[config.mk]
export PLATFORM = sky130hd
export DESIGN_NAME = hd_frame_rx_flat
export DESIGN_NICKNAME = d
export VERILOG_FILES = /design/src/rtl/hd_frame_rx_pkg.sv /design/src/rtl/hd_frame_rx_if.sv /design/src/rtl/hd_syndrome.sv /design/src/rtl/hd_frame_rx.sv /design/src/flat_wrapper.sv
export SDC_FILE = /design/constraint.sdc
export NUM_CORES = 1
export LEC_CHECK = 0
export BUFFER_PORTS_ARGS = -buffer_cell sky130_fd_sc_hd__buf_2
export CORE_MARGIN = 10
export CORE_UTILIZATION = 45
export CTS_CLUSTER_DIAMETER = 150
export DETAILED_ROUTE_END_ITERATION = 6
export PLACE_DENSITY_LB_ADDON = 0.05
export SYNTH_ARGS = -nofsm -noshare
export SYNTH_HDL_FRONTEND = slang
export SYNTH_HIERARCHICAL = 1
export SYNTH_SLANG_ARGS = --single-unit
export TNS_END_PERCENT = 10
[constraint.sdc]
create_clock -name clk -period 3.95 [get_ports clk]
set_clock_uncertainty 0.15 [all_clocks]
set_input_delay 0.395 -clock clk [delete_from_list [all_inputs] [get_ports clk]]
set_output_delay 0.395 -clock clk [all_outputs]
set_load 0.01 [all_outputs]
[src/rtl/hd_frame_rx_pkg.sv]
// Shared definitions for the Hamming(7,4) serial front-end and decoder.
// Holds the word geometry, the receive FSM encoding and the syndrome helper.
package hd_pkg;

  localparam int CW_W      = 7;
  localparam int FRAME_LEN = 2 * CW_W;
  localparam int CNT_W     = 4;

  localparam logic [CNT_W-1:0] LAST_BEAT = CNT_W'(FRAME_LEN - 1);

  // Bit positions inside a code word, shared with the decoder.
  localparam int P1 = 6;
  localparam int P2 = 5;
  localparam int P3 = 4;
  localparam int X1 = 3;
  localparam int X2 = 2;
  localparam int X3 = 1;
  localparam int X4 = 0;

  typedef enum logic [1:0] {
    IDLE  = 2'd0,
    SHIFT = 2'd1,
    HOLD  = 2'd2
  } rx_state_e;

  // Even-parity syndrome {s1,s2,s3}; all-zero means the word is clean.
  function automatic logic [2:0] calc_syndrome(input logic [CW_W-1:0] word);
    logic s1;
    logic s2;
    logic s3;
    s1 = word[P1] ^ word[X1] ^ word[X2] ^ word[X3];
    s2 = word[P2] ^ word[X1] ^ word[X2] ^ word[X4];
    s3 = word[P3] ^ word[X1] ^ word[X3] ^ word[X4];
    return {s1, s2, s3};
  endfunction

endpackage

[src/rtl/hd_frame_rx_if.sv]
// Serial input stream and framed output handshake of the receive front-end.
interface hd_frame_rx_if;
  import hd_pkg::*;

  logic            in_valid;
  logic            in_sof;
  logic            in_bit;
  logic            in_ready;
  logic            out_valid;
  logic            out_ready;
  logic [CW_W-1:0] code_word1;
  logic [CW_W-1:0] code_word2;
  logic [1:0]      out_clean;

  modport slave (
    input  in_valid, in_sof, in_bit, out_ready,
    output in_ready, out_valid, code_word1, code_word2, out_clean
  );

  modport master (
    output in_valid, in_sof, in_bit, out_ready,
    input  in_ready, out_valid, code_word1, code_word2, out_clean
  );

endinterface

[src/rtl/hd_syndrome.sv]
// Combinational syndrome of one 7-bit Hamming code word.
module hd_syndrome
  import hd_pkg::*;
(
  input  logic [CW_W-1:0] word,
  output logic [2:0]      syndrome
);

  assign syndrome = calc_syndrome(word);

endmodule

[src/rtl/hd_frame_rx.sv]
// Bit-serial frame receiver: finds SOF-marked 14-bit frames, splits them into two
// code words with clean flags, and buffers one frame behind a registered output.
module hd_frame_rx
  import hd_pkg::*;
#(
  parameter int DROP_W = 8
) (
  input  logic              clk,
  input  logic              rst_n,
  hd_frame_rx_if.slave      rx,
  output logic [DROP_W-1:0] drop_cnt
);

  localparam logic [DROP_W-1:0] DROP_MAX = {DROP_W{1'b1}};

  rx_state_e              state_r;
  rx_state_e              state_n_s;
  logic [CNT_W-1:0]       bit_cnt_r;
  logic [CNT_W-1:0]       bit_cnt_n_s;
  logic [FRAME_LEN-1:0]   shift_r;
  logic [FRAME_LEN-1:0]   shift_n_s;
  logic [FRAME_LEN-1:0]   load_frame_s;
  logic [CNT_W-1:0]       bit_idx_s;
  logic                   in_ready_r;
  logic                   accept_s;
  logic                   slot_free_s;
  logic                   load_out_s;
  logic                   drop_inc_s;
  logic [DROP_W-1:0]      drop_cnt_r;
  logic                   out_valid_r;
  logic [CW_W-1:0]        code_word1_r;
  logic [CW_W-1:0]        code_word2_r;
  logic [1:0]             out_clean_r;
  logic [2:0]             syn1_s;
  logic [2:0]             syn2_s;

  assign accept_s    = rx.in_valid & in_ready_r;
  assign slot_free_s = ~out_valid_r | rx.out_ready;
  assign bit_idx_s   = LAST_BEAT - bit_cnt_r;

  // Next-state, shift-register update and load/abort strobes.
  always_comb begin
    state_n_s   = state_r;
    bit_cnt_n_s = bit_cnt_r;
    shift_n_s   = shift_r;
    load_out_s  = 1'b0;
    drop_inc_s  = 1'b0;
    case (state_r)
      IDLE: begin
        if (accept_s && rx.in_sof) begin
          shift_n_s   = {rx.in_bit, {(FRAME_LEN-1){1'b0}}};
          bit_cnt_n_s = CNT_W'(1);
          state_n_s   = SHIFT;
        end else begin
          state_n_s = IDLE;
        end
      end
      SHIFT: begin
        if (accept_s && rx.in_sof) begin
          // A new SOF restarts framing even on what would be the last beat.
          drop_inc_s  = 1'b1;
          shift_n_s   = {rx.in_bit, {(FRAME_LEN-1){1'b0}}};
          bit_cnt_n_s = CNT_W'(1);
        end else if (accept_s) begin
          shift_n_s[bit_idx_s] = rx.in_bit;
          if (bit_cnt_r == LAST_BEAT) begin
            if (slot_free_s) begin
              load_out_s  = 1'b1;
              bit_cnt_n_s = {CNT_W{1'b0}};
              state_n_s   = IDLE;
            end else begin
              state_n_s = HOLD;
            end
          end else begin
            bit_cnt_n_s = bit_cnt_r + CNT_W'(1);
          end
        end else begin
          state_n_s = SHIFT;
        end
      end
      HOLD: begin
        if (slot_free_s) begin
          load_out_s  = 1'b1;
          bit_cnt_n_s = {CNT_W{1'b0}};
          state_n_s   = IDLE;
        end else begin
          state_n_s = HOLD;
        end
      end
      default: begin
        state_n_s   = IDLE;
        bit_cnt_n_s = {CNT_W{1'b0}};
      end
    endcase
  end

  // The completing beat is not yet in shift_r, so SHIFT loads from the next value.
  always_comb begin
    load_frame_s = shift_n_s;
    if (state_r == HOLD) begin
      load_frame_s = shift_r;
    end else begin
      load_frame_s = shift_n_s;
    end
  end

  hd_syndrome u_syn1 (
    .word     (load_frame_s[FRAME_LEN-1:CW_W]),
    .syndrome (syn1_s)
  );

  hd_syndrome u_syn2 (
    .word     (load_frame_s[CW_W-1:0]),
    .syndrome (syn2_s)
  );

  // FSM, deserialiser and drop counter state.
  always_ff @(posedge clk or negedge rst_n) begin
    if (!rst_n) begin
      state_r    <= IDLE;
      bit_cnt_r  <= {CNT_W{1'b0}};
      shift_r    <= {FRAME_LEN{1'b0}};
      in_ready_r <= 1'b1;
      drop_cnt_r <= {DROP_W{1'b0}};
    end else begin
      state_r    <= state_n_s;
      bit_cnt_r  <= bit_cnt_n_s;
      shift_r    <= shift_n_s;
      in_ready_r <= (state_n_s != HOLD);
      if (drop_inc_s && (drop_cnt_r != DROP_MAX)) begin
        drop_cnt_r <= drop_cnt_r + DROP_W'(1);
      end else begin
        drop_cnt_r <= drop_cnt_r;
      end
    end
  end

  // Output slot: loads a finished frame, otherwise clears valid on handshake.
  always_ff @(posedge clk or negedge rst_n) begin
    if (!rst_n) begin
      out_valid_r  <= 1'b0;
      code_word1_r <= {CW_W{1'b0}};
      code_word2_r <= {CW_W{1'b0}};
      out_clean_r  <= 2'b00;
    end else if (load_out_s) begin
      out_valid_r  <= 1'b1;
      code_word1_r <= load_frame_s[FRAME_LEN-1:CW_W];
      code_word2_r <= load_frame_s[CW_W-1:0];
      out_clean_r  <= {~|syn1_s, ~|syn2_s};
    end else if (out_valid_r && rx.out_ready) begin
      out_valid_r <= 1'b0;
    end else begin
      out_valid_r <= out_valid_r;
    end
  end

  assign rx.in_ready   = in_ready_r;
  assign rx.out_valid  = out_valid_r;
  assign rx.code_word1 = code_word1_r;
  assign rx.code_word2 = code_word2_r;
  assign rx.out_clean  = out_clean_r;
  assign drop_cnt      = drop_cnt_r;

endmodule

[src/flat_wrapper.sv]
// flat-port wrapper written by rule: the top's interface ports become plain ports
module hd_frame_rx_flat import hd_pkg::*;
#(
  parameter int DROP_W = 8
)
  (clk, rst_n, drop_cnt, rx_in_valid, rx_in_sof, rx_in_bit, rx_out_ready, rx_in_ready, rx_out_valid, rx_code_word1, rx_code_word2, rx_out_clean);
  hd_frame_rx_if rx_i ();
  input  logic clk;
  input  logic rst_n;
  output logic [DROP_W-1:0] drop_cnt;
  input wire logic [$bits(rx_i.in_valid)-1:0] rx_in_valid;
  input wire logic [$bits(rx_i.in_sof)-1:0] rx_in_sof;
  input wire logic [$bits(rx_i.in_bit)-1:0] rx_in_bit;
  input wire logic [$bits(rx_i.out_ready)-1:0] rx_out_ready;
  output wire logic [$bits(rx_i.in_ready)-1:0] rx_in_ready;
  output wire logic [$bits(rx_i.out_valid)-1:0] rx_out_valid;
  output wire logic [$bits(rx_i.code_word1)-1:0] rx_code_word1;
  output wire logic [$bits(rx_i.code_word2)-1:0] rx_code_word2;
  output wire logic [$bits(rx_i.out_clean)-1:0] rx_out_clean;
  assign rx_i.in_valid = rx_in_valid;
  assign rx_i.in_sof = rx_in_sof;
  assign rx_i.in_bit = rx_in_bit;
  assign rx_i.out_ready = rx_out_ready;
  assign rx_in_ready = rx_i.in_ready;
  assign rx_out_valid = rx_i.out_valid;
  assign rx_code_word1 = rx_i.code_word1;
  assign rx_code_word2 = rx_i.code_word2;
  assign rx_out_clean = rx_i.out_clean;
  hd_frame_rx #(.DROP_W(DROP_W)) u_core (.clk(clk), .rst_n(rst_n), .rx(rx_i), .drop_cnt(drop_cnt));
endmodule
==> impl_results.md, run 1 <==
* DRC at 0
* Initial cell density of the core at 47.1%
* Core area at ~6500 sq um
* Row count at 29
* Critical path class: flop to flop
* Syn_area_per_cell at roughly 10 sq um
* Worst r2r path cells at 10
* Gate Count Post-Synth at 309
* Post-CTS Setup Inserts at 0
* Cell area after synthesis at 3040 sq um
* Initial antenna violation count at 0
* Vias at 2570
* Fin util at 50.7%
* Crit-path cells: inv_1 > ha_1 > nand2b_1 > and2_4 > o21ai_0 > nand2_1 > xor2_1 > xnor2_1 > nor3_1 > mux2_2
* Ys Warns at 6
* GP Congestion at 0.910
* Min-Delay Path Class: input pin to asynchronous set/reset pin
* Fraction of layout cells with a size suffix above 1 at a little under a fifth
* Max-cap violations at 0
* WL/cell at approximately 19 microns
* Synth top area cells: dfrtp_1 (37%), ha_1 (4.9%), nand3_1 (4.9%)
* Synth Flop Type: dfrtp_1
* EDFF count, synth at 0
* Setup Viol. Count Final at 0
* CTS clk-pin slew, worst paths at 0.09 ns
* DRT iter0 DRCs at between 200 and 300
* Antenna-violating nets left at 0
* Status: complete, no violations
* I/O Pins at 32
* Setup TNS Final at 0 ns
* TritonCTS clock tree: yes
* Top-area cell type share of the netlist area at 37.0%
* Seq cells post-synth at 46
* Cell area after layout at 3280 sq um
* Leakage at 1.53 nW
* Area of the multi-input gates at about 1700 sq um
* Clk sinks at 46
* Critical Path RT at 3.99 ns
* Net count after synthesis at ~330
* CTS root buffer: clkbuf_8
* Resized cells post-CTS at 0
* CP max FO at 19
* Most frequent cells in the layout: dfrtp_1 (45), buf_2 (31), nand3_1 (30)
* Max Slew Vio Count at 0
* Final Critical Period at ~3.2 ns
* Clk_lat worst skew at ~0.3 ns
* PnR Total Power at 0.00163 W
* Slowest-stage cell, CP: ha_1
* RSZ-0062 raised after global routing: false
* F_max at 0.312 GHz
* Startpoint types: flop
* Crit-path max cell delay at 0.60 ns
* Die X at 102 microns
* IO buf count at 31
* Chip Height at between 100 and 150 microns
* HPWL after DPL at roughly 5600 microns
* Commonest non-fill, non-tap cell in the layout: dfrtp_1
* Power density over cell area at slightly below 500 nW/um^2
* Worst-Margin Slew at 1.05 ns
* GRT overflow at 0
* CTS Buf Count at 5
* GRT Total Usage at 15.4%
* Crit end category: flop
* Hold_buf cts at 0
* Slew headroom at ~30%
* Sequential fraction of the synthesis area at a little under two fifths
* Die area at around 10000 sq um
* Maximum clock insertion buffer count at 2
* Max VDD drop at about 0.00026 V
* Drt via density at 6.31
* Pin count of the biggest net entering global routing at 47
* # fillers at 617
* Async set-or-reset flop fraction in the synthesized netlist at 100%
* Final period util at about four fifths
* ANT cells at 0
* Fin. Hold Viols at 0
* Area leader, netlist: dfrtp_1
* Crit path DAT at 3.24 ns
* # H-tree levels at 2
* Wirelength, routed at 7870 microns
* FF/Latch Area at 1150 sq um
* Placed standard-cell area at approximately 3200 sq um
* Post-synth cell types at 58
* Vias in the first global route at 2495
* First-pass GRT wire length at roughly 13000 microns
* NumNets Final at 347
* Drt pass-1 iters at 5
* Area grow syn2layout at 7.74%
==> cells by family after synthesis <==
family          after synthesis  share of synthesized area (%)
simple gates                105                           19.9
compound gates               74                           18.4
flops                        46                           37.9
buf+inv                      33                           5.72
xor+xnor                     25                           7.45
mux                          14                           5.68
fa+ha+maj                    12                           4.94
==> per-stage QoR <==
| stage | instances | hold WS, ns | worst slack (ns) |
|---|---|---|---|
| after floorplan | 309 | -0.0506 | 1.29 |
| after global placement | 399 | 0.329 | 0.844 |
| after detailed placement | 399 | 0.338 | 0.807 |
| after CTS | 407 | 0.169 | 0.788 |
| after global routing | 407 | 0.206 | 0.501 |
| final | 407 | 0.116 | 0.749 |
==> Yosys cell counts (all sizes together), types with 2 or more instances <==
| cell | count |
|---|---|
| a221o | 2 |
| nand4b | 4 |
| a41oi | 6 |
| and2 | 13 |
| inv | 11 |
| nor2 | 6 |
| a31oi | 7 |
| or3 | 2 |
| xnor2 | 14 |
| buf | 16 |
| o41ai | 2 |
| o22ai | 2 |
| nand3 | 31 |
| nand2b | 2 |
| o2111ai | 9 |
| mux2 | 14 |
| a21oi | 8 |
| nor3 | 7 |
| o311a | 3 |
| o31ai | 4 |
| ha | 12 |
| o21ai | 9 |
| and3 | 4 |
| nand2 | 18 |
| clkbuf | 6 |
| a22oi | 2 |
| nand4 | 9 |
| o211ai | 11 |
| dfrtp | 45 |
| xor2 | 11 |
==> routing by layer <==
metal	routed length, microns	GRT usage, %	vias up
met5	0	0	-
met4	74	4.45	0
met3	595	3.37	6
met2	3460	22.7	120
met1	3740	21.9	1239
li1	-	-	1205
==> layout make-up <==
type                            instances  share of cell area [%]
Multi-Input combinational cell        230                    52.3
Tap cell                               77                    2.94
Sequential cell                        46                    35.2
Inverter                               11                    1.26
Clock inverter                          2                   0.420
Timing Repair Buffer                   35                    5.65
Clock buffer                            6                    2.22
==> report_power, final <==
group | leakage, nW | internal (W) | switching [W]
clock | 0.0452 | 0.000125 | 0.000169
sequential | 0.621 | 0.000535 | 0.0000790
combinational | 0.866 | 0.000277 | 0.000440
==> critical path: cells and delay by family (launching register included) <==
kind	cells	cell delay (ns)
AOI/OAI and AO/OA	1	0.30
DFF	1	0.41
muxes	1	0.26
and+or+nand+nor	4	0.89
xor gates and xnor gates	2	0.36
adders and majority gates	1	0.60
buffers and inverters	1	0.10
==> path summary, 6_finish.rpt <==
check                                  startpoint                     end  slack, ns
setup / recovery                u_core/state_r[1]  u_core/rx.out_clean[0]       0.75
min in group clk           u_core/rx.out_clean[1]  u_core/rx.out_clean[1]       0.36
hold reg to reg            u_core/rx.out_clean[1]  u_core/rx.out_clean[1]       0.36
setup reg to reg                u_core/state_r[1]  u_core/rx.out_clean[0]       0.75
hold / removal                              rst_n       u_core/state_r[0]       0.12
max in group asynchronous                   rst_n      u_core/shift_r[13]       2.87
==> registers in the layout, summed over array words and instances (netlist names) <==
register / cells
u_core/rx.out_valid: 1
u_core/state_r: 2
u_core/drop_cnt: 8
u_core/rx.code_word1: 7
u_core/rx.code_word2: 7
u_core/rx.in_ready: 1
u_core/rx.out_clean: 2
u_core/bit_cnt_r: 4
u_core/shift_r: 14
(Power assumes the default switching activity.)
==> inputs of run 2 (changes only) <==
ABC_AREA = 1   (was default)
clock period = 3 ns   (was 3.95 ns; I/O delays follow)
==> run 2 against run 1 <==
  * Hold slack lost 0.096 ns
  * Highest routed layer unchanged
  * Die area grew 2.5%
  * Clock power grew 38%
  * Core utilization grew 0.094 points
  * Routed wire length shrank 9.2%
  * Largest power group unchanged
  * Fmax grew 21%
  * Synthesized cell count grew 46%
  * Cell area grew 5.4%
  * Worst setup slack lost 0.40 ns
  * Area after synthesis grew 3.0%
  * Sequential power grew 42%
  * Global-route usage shrank 1.1 points
==> impl_results.md, run 2 <==
* Reg-to-reg endpoint: u_core/rx.out_clean[1]
* CP endpoint: u_core/rx.out_clean[1]
* DRC at 0 (unchanged)
* EDFF count, synth at 0 (unchanged)
* NumNets Final at 501 (+44%)
* Status: complete, no violations
* Critical Path RT at 3.10 ns (-0.89 ns)
* Post-synth cell types at 30 (-48%)
* Slowest-stage cell, CP: dfrtp_1
* Final period util at 88.4% (+7.4 points)
* PnR Total Power at 0.00265 W (+63%)
* Post-synthesis simple-gate area fraction at 42.4% (+22 points)
* Sequential fraction of the synthesis area at 36.8% (-1.1 points)
* Gate Count Post-Synth at 452 (+46%)
* Maximum clock insertion buffer count at 2 (unchanged)
* Cell area after layout at 3450 sq um (+5.4%)
* CTS clk-pin slew, worst paths at 0.10 ns (about the same)
* Pin count of the biggest net entering global routing at 47 (unchanged)
* I/O Pins at 32 (unchanged)
* TritonCTS clock tree: yes
* GRT overflow at 0 (unchanged)
* Power density over cell area at 767 nW/um^2 (+55%)
* Crit end category: flop
* Critical path class: flop to flop
* Largest reg by FF count: u_core/shift_r
* WL/cell at 12.3 microns (-36%)
* Largest register FFs at 14 (unchanged)
* Initial cell density of the core at 46.1% (-0.96 points)
* Wirelength, routed at 7140 microns (-9.2%)
* CTS Buf Count at 5 (unchanged)
* # fillers at 713 (+16%)
* Min-Delay Path Class: input pin to asynchronous set/reset pin
* Die area at 10700 sq um (+2.5%)
* CP max FO at 9 (-10)
* CP Launch Point: u_core/bit_cnt_r[1]
* Max-cap violations at 0 (unchanged)
* Setup TNS Final at 0 ns (unchanged)
* Main combinational cell family by area after synthesis: simple AND/OR/NAND/NOR gates
* Worst R2R Setup Slack at 0.35 ns (-0.40 ns)
* Crit-path max cell delay at 0.45 ns (-0.15 ns)
* Async set-or-reset flop fraction in the synthesized netlist at 100% (unchanged)
* Fraction of layout cells with a size suffix above 1 at 13.6% (-5.5 points)
* Net count after synthesis at 470 (+44%)
* Worst r2r path cells at 17 (+7)
* Fin. Hold Viols at 0 (unchanged)
* RSZ-0062 raised after global routing: false
* Synth Area in Compound Gates at 3.27% (-15 points)
* Setup Viol. Count Final at 0 (unchanged)
* Xor and xnor area share after synthesis at 3.63% (-3.8 points)
* Crit path DAT at 2.75 ns (-0.49 ns)
* Core area at 6790 sq um (+5.2%)
* Leakage at 1.92 nW (+25%)
* Startpoint types: flop
* Seq cells post-synth at 46 (unchanged)
* Worst-Margin Slew at 1.04 ns (-0.0163 ns)
* Vias at 2804 (+9.1%)
* Drt via density at 4.83 (-23%)
* Drt pass-1 iters at 4 (-1)
* Crit-path cells: inv_1 > ha_2 > inv_2 > nor2_4 > nand2_1 > nand2_1 > nand3_1 > nand3_1 > and2_1 > inv_1 > nand2_1 > nand2_1 > nand2_1 > nand2_1 > nor3_1 > nand2_1 > nand2_1
* Hold_buf cts at 0 (unchanged)
* Placed standard-cell area at 3360 sq um (+5.2%)
* Max Slew Vio Count at 0 (unchanged)
* Synth top area cells: dfrtp_1 (36%), nand2_1 (21%), nand3_1 (10%)
* Multiplexer share of the synthesized area at 0% (-5.7 points)
* Area leader, netlist: dfrtp_1
* Most frequent cells in the layout: nand2_1 (177), nand3_1 (64), inv_1 (49)
* First-pass GRT wire length at 12200 microns (-5.4%)
* Ys Warns at 6 (unchanged)
* Final Critical Period at 2.65 ns (-0.548 ns)
* Antenna-violating nets left at 0 (unchanged)
* Initial antenna violation count at 0 (unchanged)
* DRT iter0 DRCs at 57 (-78%)
* Worst path most repeated cell: nand2_1
* HPWL after DPL at 5140 microns (-8.0%)
* IO buf count at 31 (unchanged)
* # H-tree levels at 2 (unchanged)
* Clk_lat worst skew at 0.31 ns (about the same)
* Reg2Reg Launch Point: u_core/bit_cnt_r[1]
* Row count at 30 (+3.4%)
* Most common cell in the synthesized netlist: nand2_1
* Area of the multi-input gates at 1700 sq um (-1.0%)
* CTS root buffer: clkbuf_8
* Synth Area in Adders at 4.79% (-0.15 points)
* Max VDD drop at 0.000375 V (+44%)
* Syn_area_per_cell at 6.93 sq um (-30%)
* Clk sinks at 46 (unchanged)
* GP Congestion at 0.798 (-12%)
* Synth Flop Type: dfrtp_1
* Final Non-Filler Cells at 580 (+43%)
* Area grow syn2layout at 10.2%
* Cell area after synthesis at 3130 sq um (+3.0%)
* Top-area cell type share of the netlist area at 35.9% (-1.1 points)
* Commonest non-fill, non-tap cell in the layout: nand2_1
* Slew headroom at 30.9% (+1.1 points)
* Synth top cells by count: nand2_1 (177), nand3_1 (64), inv_1 (49)
* GRT Total Usage at 14.3% (-1.1 points)
* Vias in the first global route at 2687 (+7.7%)
* Chip Height at 103 microns (+1.2%)
* FF/Latch Area at 1150 sq um (unchanged)
* F_max at 0.377 GHz (+21%)
* ANT cells at 0 (unchanged)
* Placed Instances at 572 (+43%)
* Die X at 103 microns (+1.2%)
run 2: cell count changes in the layout (fill, tap and decap cells not counted), moves of 9 or more:
cell and delta:
o2111ai_1 -9, o211ai_1 -10, nand3_1 +34, inv_1 +38
mux2_2 -10, nand2_1 +159
run 2: report_power, final:
group / switching (W) / internal (W) / total (W)
clock: 0.000237 / 0.000169 / 0.000405
combinational: 0.000864 / 0.000507 / 0.00137
sequential: 0.000114 / 0.000759 / 0.000873
run 2: final cells by class:
cell class                      count  share of cell area (%)
Tap cell                           96                    3.48
Inverter                           57                    6.34
Clock buffer                        5                    1.99
Clock inverter                      3                   0.725
Multi-Input combinational cell    340                    49.1
Timing Repair Buffer               33                    4.93
Sequential cell                    46                    33.4
run 2: critical path, delay by kind of cell (launching register included):
kind | cells | cell delay [ns]
and+or+nand+nor | 13 | 1.24
adders and majority gates | 1 | 0.43
buffers and inverters | 3 | 0.33
DFF | 1 | 0.45
run 2: worst min-delay path by stage:
stage / start / endpoint
global placement: u_core/rx.out_clean[1] / u_core/rx.out_clean[1]
floorplan: rst_n / u_core/bit_cnt_r[0]
detailed placement: u_core/rx.code_word1[2] / u_core/rx.code_word1[2]
finish: rst_n / u_core/state_r[0]
CTS: rst_n / u_core/state_r[0]
global route: rst_n / u_core/state_r[0]
run 2: per-layer routing:
metal  vias up  routed length, microns  track usage [%]
li1       1482                       -                -
met1      1272                    3500             18.1
met2        44                    3280             23.6
met3         6                     288             2.52
met4         0                      74             5.56
met5         -                       0                0
run 2: logic make-up (layout without fill, tap and decap cells):
| group | after synthesis | after routing |
|---|---|---|
| AO/OA/AOI/OAI | 19 | 19 |
| XOR/XNOR | 13 | 13 |
| adder cells (fa/ha/maj) | 12 | 12 |
| buffers and inverters | 66 | 98 |
| flip-flops | 46 | 46 |
| AND/OR/NAND/NOR | 296 | 296 |
run 2: stage by stage:
stage                     worst slack (ns)  hold WS [ns]  util (%)
after global routing                0.0395         0.102      50.8
after CTS                            0.287        0.0635      50.8
after floorplan                      0.674        -0.146         -
after global placement               0.303         0.307      49.4
after detailed placement             0.318         0.310      49.4
final                                0.347        0.0200      50.8
run 2: repair_timing:
action                                  CTS  global route
hold endpoints to repair                  0             0
endpoints found under the setup margin    0             1
gates resized for setup                   0             1
setup buffers                             0             0
